<file path="src/rtl/branch_resolve_unit_pkg.sv">
// Shared branch-confirm types: queue entries, resolve results and
// common constants used by the fetch and confirm stages.
package branch_resolve_unit_pkg;

    localparam logic TRUE  = 1'b1;
    localparam logic FALSE = 1'b0;
    localparam logic RESET = 1'b1;

    localparam int ADDR_W     = 32;
    localparam int INSN_BYTES = 4;

    typedef struct packed {
        logic              taken;
        logic [ADDR_W-1:0] pc;
        logic [ADDR_W-1:0] target;
    } branch_queue_entry_t;

    typedef struct packed {
        logic              is_branch;
        logic              is_branch_taken;
        logic              redirect;
        logic [ADDR_W-1:0] redirect_pc;
    } branch_resolve_result_t;

endpackage

</file>
<file path="src/rtl/branch_resolve_unit_pred_queue.sv">
// In-order FIFO of fetch-side branch predictions awaiting resolution.
// Clear has priority over push/pop so wrong-path entries never survive.
module branch_pred_queue #(
    parameter int DEPTH = 4,
    parameter int WIDTH = 65
) (
    input  logic                       clk,
    input  logic                       rst,
    input  logic                       push,
    input  logic [WIDTH-1:0]           push_data,
    input  logic                       pop,
    input  logic                       clear,
    output logic [WIDTH-1:0]           head_data,
    output logic                       empty,
    output logic [$clog2(DEPTH):0]     count
);

    localparam int PW = $clog2(DEPTH);
    localparam int CW = PW + 1;

    logic [WIDTH-1:0] mem [DEPTH];
    logic [PW-1:0]    head;
    logic [PW-1:0]    tail;

    assign head_data = mem[head];
    assign empty     = (count == '0);

    always_ff @(posedge clk) begin
        if (push && !clear) begin
            mem[tail] <= push_data;
        end
    end

    // Pointers wrap naturally because DEPTH is a power of two
    always_ff @(posedge clk) begin
        if (rst || clear) begin
            head  <= '0;
            tail  <= '0;
            count <= '0;
        end else begin
            if (push) begin
                tail <= tail + 1'b1;
            end
            if (pop) begin
                head <= head + 1'b1;
            end
            count <= count + CW'(push) - CW'(pop);
        end
    end

endmodule

</file>
<file path="src/rtl/branch_resolve_unit.sv">
// Confirm-stage branch resolution: compares the oldest prediction with
// the actual outcome and emits training, redirect, flush and counters.
module branch_resolve_unit
    import branch_resolve_unit_pkg::*;
#(
    parameter int QUEUE_DEPTH = 4,
    parameter int ADDR_WIDTH  = ADDR_W,
    parameter int CNT_WIDTH   = 32
) (
    input  logic                  clk,
    input  logic                  rst,
    input  logic                  pred_valid,
    input  logic                  pred_taken,
    input  logic [ADDR_WIDTH-1:0] pred_pc,
    input  logic [ADDR_WIDTH-1:0] pred_target,
    output logic                  pred_ready,
    input  logic                  res_valid,
    input  logic                  res_taken,
    input  logic [ADDR_WIDTH-1:0] res_target,
    output logic                  upd_is_branch,
    output logic                  upd_taken,
    output logic                  redirect_valid,
    output logic [ADDR_WIDTH-1:0] redirect_pc,
    output logic                  flush,
    output logic [CNT_WIDTH-1:0]  branch_count,
    output logic [CNT_WIDTH-1:0]  mispredict_count,
    output logic                  err_underflow
);

    localparam int CW = $clog2(QUEUE_DEPTH) + 1;

    branch_queue_entry_t    push_entry;
    branch_queue_entry_t    head;
    branch_resolve_result_t res_q;
    logic [CW-1:0]          count;
    logic                   empty;
    logic                   push;
    logic                   pop;
    logic                   mispredict;
    logic                   clear;

    assign push_entry = '{taken: pred_taken, pc: pred_pc, target: pred_target};

    // Ready comes from registered state only; held low during flush
    assign pred_ready = (count < CW'(QUEUE_DEPTH)) && !res_q.redirect;
    assign push       = pred_valid && pred_ready;
    assign pop        = res_valid && !empty;
    assign mispredict = (head.taken != res_taken)
                     || (res_taken && head.target != res_target);
    assign clear      = pop && mispredict;

    branch_pred_queue #(
        .DEPTH (QUEUE_DEPTH),
        .WIDTH ($bits(branch_queue_entry_t))
    ) u_queue (
        .clk       (clk),
        .rst       (rst),
        .push      (push),
        .push_data (push_entry),
        .pop       (pop),
        .clear     (clear),
        .head_data (head),
        .empty     (empty),
        .count     (count)
    );

    always_ff @(posedge clk) begin
        if (rst == RESET) begin
            res_q            <= '0;
            branch_count     <= '0;
            mispredict_count <= '0;
            err_underflow    <= FALSE;
        end else begin
            res_q.is_branch       <= pop;
            res_q.is_branch_taken <= pop && res_taken;
            res_q.redirect        <= clear;
            res_q.redirect_pc     <= '0;
            if (clear) begin
                res_q.redirect_pc <= res_taken ? res_target
                                   : head.pc + ADDR_W'(INSN_BYTES);
            end
            if (pop) begin
                branch_count <= branch_count + CNT_WIDTH'(1);
            end
            if (clear) begin
                mispredict_count <= mispredict_count + CNT_WIDTH'(1);
            end
            if (res_valid && empty) begin
                err_underflow <= TRUE;
            end
        end
    end

    assign upd_is_branch  = res_q.is_branch;
    assign upd_taken      = res_q.is_branch_taken;
    assign redirect_valid = res_q.redirect;
    assign flush          = res_q.redirect;
    assign redirect_pc    = res_q.redirect_pc;

endmodule

</file>
<file path="config.mk">
export PLATFORM = sky130hd
export DESIGN_NAME = branch_resolve_unit
export DESIGN_NICKNAME = d
export VERILOG_FILES = /design/src/rtl/branch_resolve_unit_pkg.sv /design/src/rtl/branch_resolve_unit_pred_queue.sv /design/src/rtl/branch_resolve_unit.sv
export SDC_FILE = /design/constraint.sdc
export NUM_CORES = 1
export LEC_CHECK = 0
export ABC_AREA = 1
export CELL_PAD_IN_SITES_DETAIL_PLACEMENT = 0
export CELL_PAD_IN_SITES_GLOBAL_PLACEMENT = 1
export CORE_UTILIZATION = 40
export CTS_BUF_LIST = sky130_fd_sc_hd__clkbuf_4 sky130_fd_sc_hd__clkbuf_8
export CTS_CLUSTER_SIZE = 14
export DETAILED_ROUTE_END_ITERATION = 12
export GPL_ROUTABILITY_DRIVEN = 0
export GPL_TIMING_DRIVEN = 1
export PLACE_DENSITY_LB_ADDON = 0.2
export SETUP_SLACK_MARGIN = 0.4
export SLEW_MARGIN = 30
export SYNTH_ARGS = -nofsm -noshare
export SYNTH_HDL_FRONTEND = slang
export SYNTH_SLANG_ARGS = --single-unit
</file>
<file path="constraint.sdc">
create_clock -name clk -period 5.1 [get_ports clk]
set_input_delay 1.02 -clock clk [delete_from_list [all_inputs] [get_ports clk]]
set_output_delay 1.02 -clock clk [all_outputs]
set_load 0.01 [all_outputs]
</file>
==> implementation parameters <==
Parameter                              Value

STA
  Slew at the pin closest to its max-slew limit ... between 0.9 and 1 ns
  Post-route minimum period ... about 3.9 ns
  Setup-violating endpoint count in the final report ... 0
  Final cycle utilization of the critical path ... 0.7655
  Unrepaired setup endpoints after global routing ... no
  Headroom to the max-slew limit ... 0.3938
  Achievable Freq ... around 0.26 GHz
  Max-slew violations ... 0
  Final hold violations ... 0
  Total Negative Setup Slacks ... 0 ns
  Setup clock skew after layout ... 0.02820 ns

Synth
  Sequential element share of the synthesized area ... 0.6036
  Cell types occupying the most area after synthesis ... sky130_fd_sc_hd__edfxtp_1 47%, sky130_fd_sc_hd__dfxtp_1 13%, sky130_fd_sc_hd__nand2_1 12%
  Proportion of netlist area held by the largest area contributor ... 0.4717
  Top FF cell, synth ... sky130_fd_sc_hd__edfxtp_1
  Per-instance average area after synthesis ... approximately 9 µm²
  Fraction of registers with async set/reset ... 0
  Number of enable flip-flop cells after synthesis ... 260
  Number of library cell types mapped by synthesis ... 42
  Number of standard cells after synthesis ... about 1800
  Synth Register Bits ... between 300 and 400
  Warnings, synthesis ... 0
  Area of the mapped netlist ... 0.01655 mm²
  Post-Synthesis Net Count ... 1900
  Top cell type by total area after synthesis ... sky130_fd_sc_hd__edfxtp_1

Finish
  Antenna Diode Count ... 0
  Area growth from synthesis to layout ... 22.45%
  NumNets Final ... ~2100
  Layout filler cell count ... just under 4000
  Fraction of layout instances using a drive strength above 1 ... 0.07223

Critical path
  Startpoint types ... flop
  Critical path buffer and inverter count ... 2
  Arrival time of data at the critical path endpoint ... approximately 4.2 ns
  Slowest stage delay, CP ... around 0.71 ns
  Most repeated library cell on the critical path ... sky130_fd_sc_hd__nand2_1
  Capturing element type of the critical path ... flop
  Cell at the slowest stage of the critical path ... sky130_fd_sc_hd__dfxtp_4
  Category of the critical setup timing path ... reg -> reg
  Worst-path cell chain ... inv_6, nand2_1, nand3_1, nand2_1, nand2_1, nand2_1, nand3_1, nor2_1, nand2_1, nor2_1, nand3_2, nand2_2, nand2_1, nor2_4, buf_12
  Worst path required time ... about 5.4 ns
  Peak fanout along the critical path ... 97
  Largest delay contributor family on the critical path ... simple AND/OR/NAND/NOR gates

Power and ir drop
  LEAKAGE ... ~0.0077 µW
  Power Total ... between 8000 and 9000 µW
  IR Drop Worst-Case VDD ... ~0.27 mV
  Ratio of total power to cell area ... around 440 mW/mm²

CTS
  CTS Hold Bufs ... 0
  Root Driver ... sky130_fd_sc_hd__clkbuf_8
  CTS tree ... built
  Worst skew pair latency ... roughly 0.66 ns
  Number of H-tree levels ... 2
  Clock input transition at the sequential cells of the worst setup and hold paths ... 0.06 ns
  Cts bufs inserted ... between 60 and 70
  Setup Buffers After CTS ... 0
  Post_cts resized ... 0
  Num Clock Sinks ... approximately 370
  Largest buffer count on any clock path ... 3

Routing
  Detailed-route wire length ... between 40 and 50 mm
  Average via count per standard cell ... slightly above 5
  Vias after detailed routing ... ~13000
  ANT nets after route ... 0
  WL per Instance ... roughly 18 µm
  Number of iterations in the first detailed-routing pass ... 5
  DRC errors left ... 0
  Iter 0 DRT Violations ... 984

Floorplanning
  Floorplan die area ... between 0.04 and 0.05 mm²
  Starting utilization of the core area ... 0.4053
  Horizontal die dimension ... between 200 and 250 µm
  I/O Pins ... between 200 and 250
  Core region area ... ~0.041 mm²
  Die Ht ... between 200 and 250 µm
  Standard-cell row count ... 74

Global route
  Total track usage ... 0.2260
  Global-route wire length before repair ... roughly 72 mm
  Number of global-route vias before repair ... around 12000
  Maximum number of pins on one net before global-route repair ... a little under 100
  Initial antenna violation count ... 1
  Overall overflow remaining after global route ... 0

Placed design
  Buffers on Ports ... ~200
  Final HPWL DP ... 31.65 mm

Status
  Status ... completed

Worst hold path
  Worst min-delay path class ... reg -> reg

Flow run
  Maxcap violations ... 0
==> layout by cell type (no fill, tap or decap), types with 7 or more instances in the layout <==
master | synthesis | layout
sky130_fd_sc_hd__a21oi_1 | 44 | 44
sky130_fd_sc_hd__buf_4 | 17 | 14
sky130_fd_sc_hd__clkbuf_4 | 0 | 35
sky130_fd_sc_hd__clkbuf_8 | 0 | 68
sky130_fd_sc_hd__clkdlybuf4s50_1 | 0 | 203
sky130_fd_sc_hd__clkinv_2 | 0 | 7
sky130_fd_sc_hd__dfxtp_1 | 109 | 107
sky130_fd_sc_hd__edfxtp_1 | 260 | 260
sky130_fd_sc_hd__ha_1 | 9 | 9
sky130_fd_sc_hd__inv_1 | 127 | 127
sky130_fd_sc_hd__nand2_1 | 543 | 543
sky130_fd_sc_hd__nand3_1 | 209 | 209
sky130_fd_sc_hd__nand3b_1 | 12 | 12
sky130_fd_sc_hd__nand4_1 | 56 | 56
sky130_fd_sc_hd__nor2_1 | 164 | 160
sky130_fd_sc_hd__nor3_1 | 25 | 25
sky130_fd_sc_hd__nor4_1 | 9 | 9
sky130_fd_sc_hd__o21ai_0 | 62 | 62
sky130_fd_sc_hd__xnor2_1 | 16 | 16
sky130_fd_sc_hd__xor2_1 | 30 | 30
==> cell usage after synthesis, types with 3 or more instances <==
| library cell | n |
|---|---|
| sky130_fd_sc_hd__nand2_1 | 543 |
| sky130_fd_sc_hd__edfxtp_1 | 260 |
| sky130_fd_sc_hd__nand3_1 | 209 |
| sky130_fd_sc_hd__nor2_1 | 164 |
| sky130_fd_sc_hd__inv_1 | 127 |
| sky130_fd_sc_hd__dfxtp_1 | 109 |
| sky130_fd_sc_hd__o21ai_0 | 62 |
| sky130_fd_sc_hd__nand4_1 | 56 |
| sky130_fd_sc_hd__a21oi_1 | 44 |
| sky130_fd_sc_hd__xor2_1 | 30 |
| sky130_fd_sc_hd__nor3_1 | 25 |
| sky130_fd_sc_hd__buf_2 | 24 |
| sky130_fd_sc_hd__buf_4 | 17 |
| sky130_fd_sc_hd__xnor2_1 | 16 |
| sky130_fd_sc_hd__clkbuf_1 | 15 |
| sky130_fd_sc_hd__nand3b_1 | 12 |
| sky130_fd_sc_hd__buf_6 | 10 |
| sky130_fd_sc_hd__ha_1 | 9 |
| sky130_fd_sc_hd__nor4_1 | 9 |
| sky130_fd_sc_hd__buf_1 | 7 |
| sky130_fd_sc_hd__o21ai_1 | 4 |
| sky130_fd_sc_hd__o22ai_1 | 4 |
| sky130_fd_sc_hd__inv_2 | 3 |
| sky130_fd_sc_hd__or2_2 | 3 |
==> where the power goes <==
group          switching [µW]  internal, µW
Sequential                158          3640
Clock                    1170          1470
Combinational            1710           763
==> stage by stage <==
| stage | setup WS (ns) | area [µm²] | utilization | instances | hold slack [ns] |
|---|---|---|---|---|---|
| after floorplan | -0.04819 | 16550 | - | 1788 | 0.4670 |
| after global placement | 1.030 | 19010 | 0.4655 | 2467 | 0.4572 |
| after detailed placement | 1.167 | 19010 | 0.4656 | 2467 | 0.4625 |
| after CTS | 1.216 | 20270 | 0.4964 | 2581 | 0.4758 |
| after global routing | 0.8848 | 20270 | 0.4964 | 2581 | 0.5020 |
| final | 1.196 | 20270 | 0.4964 | 2581 | 0.4763 |
==> worst register-to-register path, stage by stage, from the launching register on <==
cell and delay (ns):
sky130_fd_sc_hd__dfxtp_4 0.71, sky130_fd_sc_hd__inv_6 0.41, sky130_fd_sc_hd__nand2_1 0.22, sky130_fd_sc_hd__nand3_1 0.11
sky130_fd_sc_hd__nand2_1 0.11, sky130_fd_sc_hd__nand2_1 0.05, sky130_fd_sc_hd__nand2_1 0.05, sky130_fd_sc_hd__nand3_1 0.08
sky130_fd_sc_hd__nor2_1 0.27, sky130_fd_sc_hd__nand2_1 0.11, sky130_fd_sc_hd__nor2_1 0.12, sky130_fd_sc_hd__nand3_2 0.12
sky130_fd_sc_hd__nand2_2 0.11, sky130_fd_sc_hd__nand2_1 0.22, sky130_fd_sc_hd__nor2_4 0.43, sky130_fd_sc_hd__buf_12 0.38
==> metal layers <==
layer / part of all wire / up-vias / global-route usage
met1: 0.48 / 6207 / 0.3326
li1: - / 6452 / -
met5: 0.00027 / - / 0
met4: 0.015 / 2 / 0.05952
met2: 0.44 / 385 / 0.3439
met3: 0.063 / 52 / 0.03722
==> path summary, 6_finish.rpt <==
check / from / end / slack, ns / cells past startpoint
setup / recovery: flop / u_queue.mem[1][38] / 1.20 / 15
hold / removal: branch_count[31] / branch_count[31] / 0.48 / 2
setup reg to reg: flop / u_queue.mem[1][38] / 1.20 / 15
hold reg to reg: branch_count[31] / branch_count[31] / 0.48 / 2
==> cells by family (layout without fill, tap and decap cells) <==
| family | Yosys count | count (layout) | share of synthesized area |
|---|---|---|---|
| adder cells (fa/ha/maj) | 10 | 10 | 0.008013 |
| buffers and inverters | 205 | 466 | 0.05670 |
| XOR/XNOR | 46 | 46 | 0.02434 |
| flip-flops | 369 | 369 | 0.6036 |
| AO/OA/AOI/OAI | 122 | 122 | 0.03856 |
| AND/OR/NAND/NOR | 1036 | 1036 | 0.2688 |
==> final cells by class <==
class,instances,area (µm²),share of cell area
flip-flops and latches,369,9995,0.4931
multi-input cells,1214,5653,0.2789
repair buffers,220,2197,0.1084
clock buffers,103,1199,0.05914
well taps,532,665.6,0.03284
inverters,132,503.0,0.02482
clock inverters,11,55.05,0.002716
==> flip-flops by register name, indices dropped and copies added (netlist names), named ones only <==
name,cells
mispredict_count,32
err_underflow,1
redirect_pc,32
u_queue.tail,2
flush,1
branch_count,32
upd_is_branch,1
u_queue.head,2
upd_taken,1
u_queue.count,3
u_queue.mem,260
(Power assumes the default switching activity.)
